`src/rtl/pc_fetch_unit.sv`:
```
// Program counter and fetch-address generator with boot, run and halt modes.
// Build option: define PC_MISALIGN_TRAP_EN to trap on misaligned jump targets instead of truncating them.
module pc_fetch_unit #(
   parameter int              XLEN         = 32,
   parameter int              INST_BYTES   = 4,
   parameter logic [XLEN-1:0] RESET_VECTOR = '0
) (
   input  logic            i_clk,
   input  logic            i_reset_n,
   input  logic            i_imem_ready,
   input  logic            i_stall,
   input  logic [1:0]      i_branch,
   input  logic            i_taken,
   input  logic [XLEN-1:0] i_pc_branch,
   input  logic            i_trap_req,
   input  logic [XLEN-1:0] i_trap_vector,
   input  logic            i_halt_req,
   output logic [XLEN-1:0] o_pc,
   output logic [XLEN-1:0] o_pc_plus,
   output logic            o_pc_valid,
   output logic            o_redirect,
   output logic            o_halted,
   output logic            o_misalign_err
);

   // state  | meaning
   // S_BOOT | first cycle out of reset, no fetch issued
   // S_RUN  | fetching; pc_valid asserted
   // S_HALT | stopped, pc held until halt_req drops or a trap arrives
   typedef enum logic [1:0] {
      S_BOOT = 2'd0,
      S_RUN  = 2'd1,
      S_HALT = 2'd2
   } state_t;

   localparam int              LSB        = $clog2(INST_BYTES);
   localparam logic [XLEN-1:0] ALIGN_MASK = ~XLEN'(INST_BYTES - 1);

   state_t          r_state;
   state_t          w_state_nxt;
   logic [XLEN-1:0] r_pc;
   logic [XLEN-1:0] w_pc_nxt;
   logic [XLEN-1:0] w_pc_plus;
   logic [XLEN-1:0] w_target;
   logic            w_jump;
   logic            w_advance;
   logic            r_redirect;
   logic            w_redirect_nxt;
`ifdef PC_MISALIGN_TRAP_EN
   logic            r_misalign;
   logic            w_misalign_nxt;
   logic            w_misaligned;
`endif

   assign w_pc_plus = r_pc + XLEN'(INST_BYTES);
   assign w_advance = i_imem_ready & ~i_stall;
   assign w_jump    = ((i_branch == 2'b01) & i_taken) | i_branch[1];

   always_comb begin
      w_target = i_pc_branch;
      if (i_branch == 2'b10) w_target = {i_pc_branch[XLEN-1:1], 1'b0};
   end

`ifdef PC_MISALIGN_TRAP_EN
   assign w_misaligned = |w_target[LSB-1:0];
`endif

   always_comb begin
      w_state_nxt    = r_state;
      w_pc_nxt       = r_pc;
      w_redirect_nxt = 1'b0;
`ifdef PC_MISALIGN_TRAP_EN
      w_misalign_nxt = 1'b0;
`endif
      case (r_state)
         S_BOOT: begin
            w_state_nxt = S_RUN;
            if (i_trap_req) begin
               w_pc_nxt       = i_trap_vector;
               w_redirect_nxt = 1'b1;
            end
         end
         S_RUN: begin
            if (i_trap_req) begin
               w_pc_nxt       = i_trap_vector;
               w_redirect_nxt = 1'b1;
            end else if (i_halt_req) begin
               w_state_nxt = S_HALT;
            end else if (w_advance) begin
               if (!w_jump) begin
                  w_pc_nxt = w_pc_plus;
               end else begin
                  w_redirect_nxt = 1'b1;
`ifdef PC_MISALIGN_TRAP_EN
                  if (w_misaligned) begin
                     w_pc_nxt       = i_trap_vector;
                     w_misalign_nxt = 1'b1;
                  end else begin
                     w_pc_nxt = w_target;
                  end
`else
                  w_pc_nxt = w_target & ALIGN_MASK;
`endif
               end
            end
         end
         S_HALT: begin
            if (i_trap_req) begin
               w_state_nxt    = S_RUN;
               w_pc_nxt       = i_trap_vector;
               w_redirect_nxt = 1'b1;
            end else if (!i_halt_req) begin
               w_state_nxt = S_RUN;
            end
         end
         default: w_state_nxt = S_BOOT;
      endcase
   end

   always_ff @(posedge i_clk or negedge i_reset_n) begin
      if (!i_reset_n) begin
         r_state    <= S_BOOT;
         r_pc       <= RESET_VECTOR;
         r_redirect <= 1'b0;
      end else begin
         r_state    <= w_state_nxt;
         r_pc       <= w_pc_nxt;
         r_redirect <= w_redirect_nxt;
      end
   end

`ifdef PC_MISALIGN_TRAP_EN
   always_ff @(posedge i_clk or negedge i_reset_n) begin
      if (!i_reset_n) r_misalign <= 1'b0;
      else            r_misalign <= w_misalign_nxt;
   end
   assign o_misalign_err = r_misalign;
`else
   assign o_misalign_err = 1'b0;
`endif

   assign o_pc       = r_pc;
   assign o_pc_plus  = w_pc_plus;
   assign o_pc_valid = (r_state == S_RUN);
   assign o_halted   = (r_state == S_HALT);
   assign o_redirect = r_redirect;

endmodule
```
`config.mk`:
```
export PLATFORM = sky130hd
export DESIGN_NAME = pc_fetch_unit
export DESIGN_NICKNAME = d
export VERILOG_FILES = /design/src/rtl/pc_fetch_unit.sv
export SDC_FILE = /design/constraint.sdc
export NUM_CORES = 1
export LEC_CHECK = 0
export BUFFER_PORTS_ARGS = -buffer_cell sky130_fd_sc_hd__buf_4
export CAP_MARGIN = 10
export CORE_ASPECT_RATIO = 0.9
export CORE_MARGIN = 2
export CORE_UTILIZATION = 46
export CTS_CLUSTER_SIZE = 40
export DETAILED_ROUTE_END_ITERATION = 16
export HOLD_SLACK_MARGIN = 0.06
export PLACE_DENSITY_LB_ADDON = 0.15
export SLEW_MARGIN = 10
export SYNTH_ARGS = -nofsm -noshare
export SYNTH_HDL_FRONTEND = slang
export SYNTH_SLANG_ARGS = --single-unit
```
`constraint.sdc`:
```
create_clock -name i_clk -period 2.1 [get_ports i_clk]
set_input_delay 0.42 -clock i_clk [delete_from_list [all_inputs] [get_ports i_clk]]
set_output_delay 0.42 -clock i_clk [all_outputs]
set_load 0.02 [all_outputs]
```
# --- Word level (Yosys, flattened, before mapping) ---
# Index checks and enable logic that the tools add are counted.
# Widths: inputs -> output; s select.
op_classes:
  addsub: 1
  n_eq_ne: 9
  muxes: 17
  bitwise_logic: 4
  n_reduce_logical: 5
op_table:
  columns: ["operator", "n"]
  rows:
  - ["$mux 32", 5]
  - ["$pmux 32 s2", 1]
  - ["$add 32x3->32 const B", 1]
  - ["$mux 2", 4]
  - ["$ne 3x3->1 const B", 2]
  - ["$pmux 2 s3", 1]
  - ["$mux 1", 5]
  - ["$eq 2x1->1 const B", 2]
  - ["$ne 2x2->1 const B", 2]
  - ["$reduce_and 4->1", 1]
  - ["$ne 3x2->1 const B", 1]
  - ["$reduce_and 3->1", 1]
  - ["$and 1x1->1", 2]
  - ["$eq 2x2->1 const B", 1]
  - ["$logic_not 2->1", 1]
  - ["$ne 2x1->1 const B", 1]
  - ["$pmux 1 s2", 1]
  - ["$reduce_bool 2->1", 1]
  - ["$reduce_or 2->1", 1]
  - ["$not 1->1", 1]
  - ["$or 1x1->1", 1]
word_totals:
  regBits: 35
  in_bits: 73
  output_inout_bits: 68
  elab_cells: 39

# --- Longest topological paths before layout ---
# Gate-level depths: netlist of the first run.
depth:
  word_depth: 8
  mapped_depth: 7
  depth_no_buf: 6

# --- Worst setup path before layout of the first run ---
# No wires, ideal clock.
synth_path:
  kind: "register to output"
  start: "register r_pc[13] (netlist: o_pc[13])"
  end: "output port o_pc_plus[28]"
  t_arrival_ns: 1.875
  required_time_ns: 1.680
  slack_ns: -0.195
  stages_incl_launch_ff: 6
  path_buffers: 1
  path_cell_list: "dfrtp_1 -> buf_4 -> nand4_2 -> nor4_4 -> and4_1 -> xor2_1"
synth_between:
  elab_chain_len: 1
synth_lines:
  columns: ["element", "line", "text"]
  rows:
  - ["from (decl)", "41", "logic [XLEN-1:0] r_pc;"]
  - ["from (signal assigned)", "127", "r_pc <= w_pc_nxt;"]
  - ["$add 32x3->32", "55", "assign w_pc_plus = r_pc + XLEN'(INST_BYTES);"]
  - ["to (decl)", "19", "output logic [XLEN-1:0] o_pc_plus,"]
# No other way between the ends.

# --- Final worst setup path of the first run ---
layout_path:
  start: "register r_pc[18] (netlist: o_pc[18])"
  end: "output port o_pc_plus[28]"
# The elaborated chain is that of the path after synthesis.

==> results.py, run 1 <==
metrics = {
    "global_routing": {
        "use_met3_pct": 6.97,
        "groute.usage.overall_pct": 33.3,
        "grt_first_pass_wirelength_mm": 17.1,
        "top_usage_layer": "met2",
        "met1_usage_pct": 41.6,
        "overflow": 0,
        "antenna_found_initial": 0,
        "grt_max_degree": 36,
        "met2_usage_pct": 57.6,
        "first_global_vias": 3486,
    },
    "drt": {
        "routedWlPerCell_um": 19.0,
        "wl_mm": 11.6,
        "final_antenna_net_count": 0,
        "vias": 3643,
        "drtPass1Iterations": 5,
        "viasPerCell": 5.96,
        "post-route-drc-count": 0,
        "dr.first_iter.drc_count": 271,
    },
    "run_status": {
        "violations": "negative setup slack",
        "status": "finished with violations",
    },
    "pwr": {
        "p_int_mw": 1.95,
        "sw_frac_of_total_pct": 41.6,
        "switchingPower_mw": 1.39,
        "p_per_area_mw_per_mm2": 686,
        "p_leak_nw": 2.42,
        "pwr-share-comb_pct": 55.8,
        "p_seq_share_pct": 27.3,
        "ir_worst_vdd_uv": 573,
        "power_frac_clock_pct": 16.9,
    },
    "synthesis": {
        "synth.area.mux_share_pct": 0,
        "synth_fp_nets": 409,
        "synthCells": 335,
        "synth_edf_count": 0,
        "synthAdderAreaFrac_pct": 0.851,
        "async_flop_share_pct": 100,
        "synth_xor_area_share_pct": 9.27,
        "ys_seq_area_share_pct": 33.1,
        "yosysWarnings": 0,
        "synth_top_family_by_area": "simple AND/OR/NAND/NOR gates",
        "synthesis.area_mm2": 0.00265,
        "synth_ff_type": "dfrtp_1",
        "ys_types": 50,
        "synth_compound_area_share_pct": 25.0,
        "synth-seq-cells": 35,
        "avgSynthCellArea_um2": 7.90,
        "synth-simple-area-share_pct": 26.3,
    },
    "setup_path": {
        "crit_type": "flip-flop to primary output",
        "crit_arrival_ns": 1.97,
        "reg2reg_to": "o_pc[31]",
        "critPathCaptureType": "primary output",
        "reg2regPathDepth": 8,
        "slowest_stage": "nor4_4",
        "worstPathMaxFanout": 5,
        "r2r-start": "o_pc[18]",
        "cp.required_ns": 1.68,
        "max_stage_delay_ns": 0.39,
        "crit_top_cell": "buf_6",
        "crit_path_start_kind": "flip-flop",
        "r2r_slack_ns": 0.04,
        "crit_chain": "nand2_1 -> nor4_4 -> buf_6 -> and4_4 -> xor2_4 -> buf_6",
    },
    "finish": {
        "nNetsFinal": 614,
        "fin_area_mm2": 0.00488,
        "antennaDiodeCount": 0,
        "synthToLayoutAreaGrowth_pct": 84.6,
        "utilization_pct": 86.7,
        "drive_gt1_share_pct": 53.2,
        "finalNonFillerCells": 611,
    },
    "timing": {
        "slew_violations": 0,
        "timing.fmax_mhz": 418,
        "fin_crit_ns": 2.39,
        "setup_slack_ns": -0.294,
        "rsz0062_at_grt": "true",
        "finalSetupViolCount": 24,
        "setup-tns-final_ns": -4.02,
        "fin_crit_sh_pct": 114,
        "finalHoldViolCount": 0,
        "fin_worst_skew_ns": 0.00743,
    },
    "clock_tree": {
        "cts_buffer_depth": 2,
        "clockRootBuffer": "clkbuf_8",
        "htree_levels": 2,
        "cts_made_buffers": 5,
        "clock_latency_ns": 0.29,
        "clkTransAtPathRegs_ns": 0.07,
        "clock-sinks": 35,
        "cts_tree": "built",
    },
    "place": {
        "io_buffers": 137,
        "hpwlAfterDp_mm": 7.40,
        "routabilityCongestion": 0.893,
        "place_area_mm2": 0.00417,
        "dp_cells": 571,
    },
    "floorplanning": {
        "rows": 26,
        "die_area_mm2": 0.00637,
        "die_x_um": 83.9,
        "initial_core_util_pct": 47.0,
        "core_area_mm2": 0.00563,
        "io_pins": 141,
        "die_height_um": 75.9,
    },
    "flow_run": {
        "cap_violations": 0,
    },
    "worst_hold_path": {
        "hp-class": "input pin to async pin",
    },
}
per-layer routing:
layer | routed length, µm | vias up | part of all wire (%)
li1 | - | 1632 | -
met1 | 4300 | 1701 | 37
met2 | 5840 | 268 | 50
met3 | 1070 | 42 | 9.2
met4 | 401 | 0 | 3.5
met5 | 0 | - | 0
cell usage after synthesis (3+ instances only):
master	n	area share, %
nand2_1	41	5.8
dfrtp_1	35	33
nor2_1	29	4.1
a21oi_1	28	5.3
nand3_1	23	4.4
o21ai_0	19	3.6
clkbuf_1	15	2.1
and3_1	14	3.3
xnor2_1	14	4.6
xor2_1	14	4.6
inv_1	10	1.4
nand4_1	7	1.7
o22ai_1	6	1.4
o31ai_1	6	1.7
a2bb2oi_1	4	1.3
a32oi_1	4	1.3
buf_4	4	1.1
nor2b_1	4	0.95
o31a_1	4	1.3
a21o_1	3	0.85
buf_2	3	0.57
nor3_1	3	0.57
o21a_1	3	0.85
o221ai_1	3	0.99
o2bb2ai_1	3	0.99
sequential cells by signal, indices dropped and copies added (netlist names):
name / count
o_redirect: 1
r_state: 2
o_pc: 32
worst max path at each step:
| stage | start | to | slack (ns) | depth (start not counted) |
|---|---|---|---|---|
| after detailed placement | o_pc[11] | o_pc_plus[31] | 0.02 | 7 |
| final | o_pc[18] | o_pc_plus[28] | -0.29 | 6 |
| after global routing | o_pc[17] | o_pc_plus[28] | -0.34 | 6 |
| after global placement | o_pc[11] | o_pc_plus[30] | 0.02 | 6 |
| after floorplan | o_pc[3] | o_pc_plus[22] | -0.09 | 6 |
| after CTS | o_pc[15] | o_pc_plus[28] | -0.20 | 6 |
power groups by stage:
stage	clock network [mW]	registers [mW]	logic [mW]
3_3_place_gp	0	0.905	1.58
6_report	0.566	0.915	1.87
3_5_place_dp	0	0.913	1.61
4_1_cts	0.566	0.908	1.72
5_1_grt	0.598	0.926	1.96
2_1_floorplan	0	1.11	0.647
stage by stage:
stage	hold WS, ns	setup WS, ns	power (mW)
finish	0.0818	-0.294	3.35
global route	0.107	-0.337	3.49
CTS	0.0982	-0.204	3.19
detailed placement	0.411	0.0184	2.53
global placement	0.406	0.0182	2.49
floorplan	0.124	-0.0939	1.76
cells in the final DEF (no fill, tap or decap), drive strengths merged, types with 6 or more instances in the layout:
master,n
a21oi,28
and3,14
buf,221
clkbuf,8
dfrtp,35
inv,10
nand2,41
nand3,23
nand4,9
nor2,30
o21ai,20
o22ai,6
o31ai,6
xnor2,14
xor2,14
repair_timing:
| action | in CTS | in global routing |
|---|---|---|
| buffers inserted | 21 | 12 |
| cloned | 1 | 0 |
| hold buffers | 0 | 0 |
| pin swaps | 21 | 22 |
| setup endpoints to repair | 21 | 26 |
| resized for setup | 32 | 44 |
| endpoints found under the hold margin | 0 | 0 |
cell families after synthesis:
logic type	after synthesis
simple gates	137
compound gates	99
flops	35
buf+inv	33
other cells	1
xor+xnor	28
fa+ha+maj	2
area by class of cell:
type	count	area [µm²]
Clock buffer	8	100
Fill cell	299	746
Inverter	10	37.5
Multi-Input combinational cell	267	2040
Sequential cell	35	881
Tap cell	70	87.6
Timing Repair Buffer	221	1740
critical path: cells and delay by family, from the launching register on:
family	cells	cell delay (ns)
buf+inv	2	0.31
simple gates	3	0.85
xor+xnor	1	0.15
flops	1	0.37
Power figures use the tool's default switching activity.
==> run 2, diff against run 1 <==
Settings changed: CAP_MARGIN 10 to 20, CELL_PAD_IN_SITES_DETAIL_PLACEMENT set to 0, CELL_PAD_IN_SITES_GLOBAL_PLACEMENT set to 1, CORE_UTILIZATION 46 to 31.
==> results.py, run 2 (synthesis results as in run 1) <==
metrics = {
    "timing": {
        "fin_worst_skew_ns": 0.00951,
        "timing.fmax_mhz": 432,
        "setup_slack_ns": -0.217,
        "hold_ws_ns": 0.0841,
        "finalHoldViolCount": 0,
        "slew_violations": 0,
        "rsz0062_at_grt": "true",
        "fin_crit_sh_pct": 110,
        "finalSetupViolCount": 18,
        "fin_crit_ns": 2.32,
    },
    "pwr": {
        "ir_worst_vdd_uv": 319,
        "p_per_area_mw_per_mm2": 658,
        "p_leak_nw": 2.36,
    },
    "setup_path": {
        "worstPathMaxFanout": 5,
        "slowest_stage": "dfrtp_2",
        "max_stage_delay_ns": 0.37,
        "crit_arrival_ns": 1.90,
        "critPathCaptureType": "primary output",
        "crit_chain": "nand4_1 -> nor4_4 -> buf_6 -> and4_4 -> xor2_4 -> buf_6",
        "cp.required_ns": 1.68,
        "crit_type": "flip-flop to primary output",
        "crit_top_cell": "buf_6",
        "r2r_slack_ns": 0.19,
        "crit_path_start_kind": "flip-flop",
    },
    "clock_tree": {
        "clock-sinks": 35,
        "cts_tree": "built",
        "clock_latency_ns": 0.29,
        "hold_buffers": 0,
        "htree_levels": 2,
        "cts_made_buffers": 5,
        "clkTransAtPathRegs_ns": 0.08,
        "cts_buffer_depth": 2,
        "clockRootBuffer": "clkbuf_8",
    },
    "worst_hold_path": {
        "hp-class": "input pin to async pin",
    },
    "floorplanning": {
        "die_height_um": 91.6,
        "io_pins": 141,
        "die_area_mm2": 0.00929,
        "core_area_mm2": 0.00818,
        "die_x_um": 101,
        "initial_core_util_pct": 32.3,
        "rows": 31,
    },
    "place": {
        "routabilityCongestion": 0.841,
        "hpwlAfterDp_mm": 7.77,
        "io_buffers": 137,
        "dp_slack_ns": 0.0198,
        "place_area_mm2": 0.00424,
    },
    "global_routing": {
        "groute.usage.overall_pct": 22.7,
        "antenna_found_initial": 0,
        "first_global_vias": 3250,
        "grt_first_pass_wirelength_mm": 16.6,
        "overflow": 0,
        "grt_max_degree": 36,
    },
    "run_status": {
        "violations": "negative setup slack",
        "status": "finished with violations",
    },
    "drt": {
        "vias": 3358,
        "post-route-drc-count": 0,
        "viasPerCell": 5.20,
        "routedWlPerCell_um": 16.9,
        "final_antenna_net_count": 0,
        "dr.first_iter.drc_count": 119,
        "drtPass1Iterations": 4,
        "wl_mm": 10.9,
    },
    "finish": {
        "final_cell_mix": "buf_4 (193), nand2_1 (36), dfrtp_1 (31), a21oi_1 (28), nor2_1 (23)",
        "synthToLayoutAreaGrowth_pct": 82.9,
        "final_common_cell": "buf_4",
        "nNetsFinal": 604,
        "antennaDiodeCount": 0,
        "fin_area_mm2": 0.00484,
        "largest_reg_flops": 32,
        "drive_gt1_share_pct": 52.0,
        "num-fill-cells": 757,
    },
    "flow_run": {
        "cap_violations": 0,
    },
}
[run 2: cell types whose count changed in the layout (fill, tap and decap cells not counted), moves of 2 or more]
cell | before | now
nand3_4 | 5 | 3
buf_4 | 200 | 193
buf_6 | 21 | 17
nand3_2 | 1 | 3
[run 2: where the power goes]
group	total [mW]	switching, mW	internal [mW]
clock	0.523	0.258	0.265
sequential	0.915	0.123	0.792
combinational	1.75	0.935	0.813
total	3.19	1.32	1.87
[run 2: final cells by class]
class                           count  area [µm²]  area share [%]
Multi-Input combinational cell    267        2020            41.8
Timing Repair Buffer              211        1660            34.3
Sequential cell                    35         881            18.2
Tap cell                          115         144            2.97
Clock buffer                        7        86.3            1.78
Inverter                           10        37.5           0.776
Clock inverter                      1        5.00           0.103
[run 2: final timing paths]
path / from / cells past startpoint / end
worst max-delay path: o_pc[12] / 6 / o_pc_plus[28]
worst min-delay path: i_reset_n / 1 / o_pc[17]
worst max register to register: o_pc[12] / 7 / o_pc[25]
worst min register to register: o_pc[1] / 1 / o_pc[1]
min in group i_clk: i_trap_vector[3] / 3 / o_pc[3]
max in group asynchronous: i_reset_n / 1 / o_pc[2]
[run 2: through the flow]
stage	setup TNS (ns)	instances	utilization, %	total power, mW
after global placement	0	617	51.8	2.52
after detailed placement	0	617	51.8	2.53
after global routing	-3.84	646	59.1	3.38
final	-2.19	646	59.1	3.19
after floorplan	-0.621	335	-	1.76
after CTS	-2.08	638	56.0	3.13
[run 2: metal layers]
layer	global-route usage, %	wire length, µm	vias to the layer above
li1	-	-	1613
met2	36.6	5210	127
met1	31.4	4920	1608
met4	4.73	133	0
met3	4.57	662	10
met5	0	0	-
[run 2: worst max-delay path, delay by kind of cell, from the launching register on]
| kind | cells | cell delay (ns) |
|---|---|---|
| xor gates and xnor gates | 1 | 0.15 |
| and+or+nand+nor | 3 | 0.77 |
| buffers and inverters | 2 | 0.32 |
| DFF | 1 | 0.37 |
[run 2: timing repair]
item / 4_1_cts / 5_1_grt
setup buffers: 13 / 8
pin swaps: 19 / 19
resized for setup: 33 / 33
cloned: 0 / 1
setup endpoints to repair: 23 / 25
==> run 3, diff against run 2 <==
Settings changed: CORE_MARGIN 2 to not set, PLACE_DENSITY_LB_ADDON 0.15 to 0.1.
==> results.py, run 3 (synthesis results as in run 1) <==
metrics = {
    "global_routing": {
        "grt_first_pass_wirelength_mm": 16.1,
        "antenna_found_initial": 0,
        "first_global_vias": 3060,
        "grt_max_degree": 36,
        "overflow": 0,
        "groute.usage.overall_pct": 23.4,
    },
    "floorplanning": {
        "io_pins": 141,
        "initial_core_util_pct": 32.5,
        "rows": 31,
        "die_area_mm2": 0.00891,
        "die_x_um": 99.4,
        "core_area_mm2": 0.00815,
        "die_height_um": 89.6,
    },
    "clock_tree": {
        "clockRootBuffer": "clkbuf_8",
        "cts_tree": "built",
        "cts_buffer_depth": 2,
        "hold_buffers": 0,
        "clock-sinks": 35,
        "clkTransAtPathRegs_ns": 0.08,
        "cts_made_buffers": 5,
        "clock_latency_ns": 0.28,
        "htree_levels": 2,
    },
    "drt": {
        "wl_mm": 10.6,
        "routedWlPerCell_um": 16.8,
        "final_antenna_net_count": 0,
        "vias": 3332,
        "viasPerCell": 5.26,
        "drtPass1Iterations": 4,
        "dr.first_iter.drc_count": 125,
        "post-route-drc-count": 0,
    },
    "pwr": {
        "p_per_area_mw_per_mm2": 680,
        "p_leak_nw": 2.38,
        "ir_worst_vdd_uv": 391,
    },
    "place": {
        "routabilityCongestion": 0.904,
        "io_buffers": 137,
        "hpwlAfterDp_mm": 7.47,
        "dp_cells": 599,
        "dp_slack_ns": 0.0276,
    },
    "setup_path": {
        "max_stage_delay_ns": 0.37,
        "startpoint": "o_pc[19]",
        "crit_path_start_kind": "flip-flop",
        "r2r_slack_ns": 0.06,
        "cp.required_ns": 1.68,
        "crit_top_cell": "buf_4",
        "crit_chain": "nand4_1 -> nor4_4 -> buf_4 -> buf_6 -> and2_4 -> xor2_2 -> buf_4",
        "reg2reg_to": "o_pc[25]",
        "crit_type": "flip-flop to primary output",
        "slowest_stage": "dfrtp_1",
        "r2r-start": "o_pc[19]",
        "crit_end": "o_pc_plus[23]",
        "crit_arrival_ns": 1.86,
        "worstPathMaxFanout": 4,
        "critPathCaptureType": "primary output",
        "reg2regPathDepth": 9,
    },
    "flow_run": {
        "cap_violations": 0,
    },
    "timing": {
        "fin_worst_skew_ns": 0.00937,
        "rsz0062_at_grt": "true",
        "setup_slack_ns": -0.182,
        "hold_ws_ns": 0.0893,
        "fin_crit_sh_pct": 109,
        "slew_violations": 0,
        "finalHoldViolCount": 0,
        "fin_crit_ns": 2.28,
        "finalSetupViolCount": 20,
        "timing.fmax_mhz": 438,
    },
    "finish": {
        "num-fill-cells": 728,
        "final_cell_mix": "buf_4 (197), nand2_1 (36), dfrtp_1 (30), a21oi_1 (27), nor2_1 (22)",
        "drive_gt1_share_pct": 54.5,
        "finalNonFillerCells": 633,
        "antennaDiodeCount": 0,
        "nNetsFinal": 607,
        "largest_reg_flops": 32,
        "synthToLayoutAreaGrowth_pct": 84.1,
        "final_common_cell": "buf_4",
    },
    "run_status": {
        "violations": "negative setup slack",
        "status": "finished with violations",
    },
    "worst_hold_path": {
        "hp-class": "input pin to async pin",
    },
}
## run 3: cell types whose count changed in the layout (fill, tap and decap cells not counted), moves of 2 or more
cell	previous run	this run
buf_4	193	197
nand3_1	17	14
nand3_2	3	7
nor2_2	2	4
## run 3: repair_timing
action | in CTS | in global routing
buffers inserted | 18 | 10
cloned | 1 | 0
setup endpoints to repair | 19 | 27
gates resized for setup | 30 | 43
pin swaps | 19 | 20
## run 3: routing by layer
layer  track usage [%]  vias to the layer above  share of wire (%)
met3              3.64                        8                5.7
li1                  -                     1620                  -
met1              32.4                     1586                 46
met5                 0                        -                  0
met2              39.5                      118                 48
met4              4.55                        0               0.98
## run 3: critical path: cells and delay by family, from the launching register on
kind          cells  cell delay [ns]
xor+xnor          1             0.12
buf+inv           3             0.44
flops             1             0.37
simple gates      3             0.64
## run 3: power by group
| group | total (mW) | switching, mW | internal (mW) | leakage, nW |
|---|---|---|---|---|
| sequential | 0.910 | 0.118 | 0.793 | 0.420 |
| clock | 0.645 | 0.261 | 0.385 | 0.0612 |
| combinational | 1.75 | 0.934 | 0.819 | 1.90 |
| total | 3.31 | 1.31 | 2.00 | 2.38 |
## run 3: final cells by class
type / instances / area (µm²) / share of cell area, %
Timing Repair Buffer: 214 / 1670 / 34.3
Clock inverter: 2 / 35.0 / 0.719
Multi-Input combinational cell: 267 / 2040 / 41.9
Tap cell: 99 / 124 / 2.54
Inverter: 10 / 37.5 / 0.771
Sequential cell: 35 / 882 / 18.1
Clock buffer: 6 / 82.6 / 1.70
## run 3: through the flow
| stage | setup TNS, ns | total power, mW | area (µm²) | util (%) |
|---|---|---|---|---|
| finish | -2.15 | 3.31 | 4870 | 59.8 |
| global route | -3.70 | 3.49 | 4870 | 59.8 |
| CTS | -2.33 | 3.24 | 4600 | 56.5 |
| detailed placement | 0 | 2.53 | 4200 | 51.6 |
| global placement | 0 | 2.52 | 4200 | 51.6 |
| floorplan | -0.621 | 1.76 | 2770 | - |
## run 3: worst min path at each step
stage	to	slack (ns)	cells after the start	startpoint
3_5_place_dp	o_redirect	0.42	1	i_reset_n
4_1_cts	o_redirect	0.11	1	i_reset_n
3_3_place_gp	o_redirect	0.42	1	i_reset_n
2_1_floorplan	o_pc[0]	0.12	0	i_reset_n
5_1_grt	o_redirect	0.13	1	i_reset_n
6_report	o_redirect	0.09	1	i_reset_n
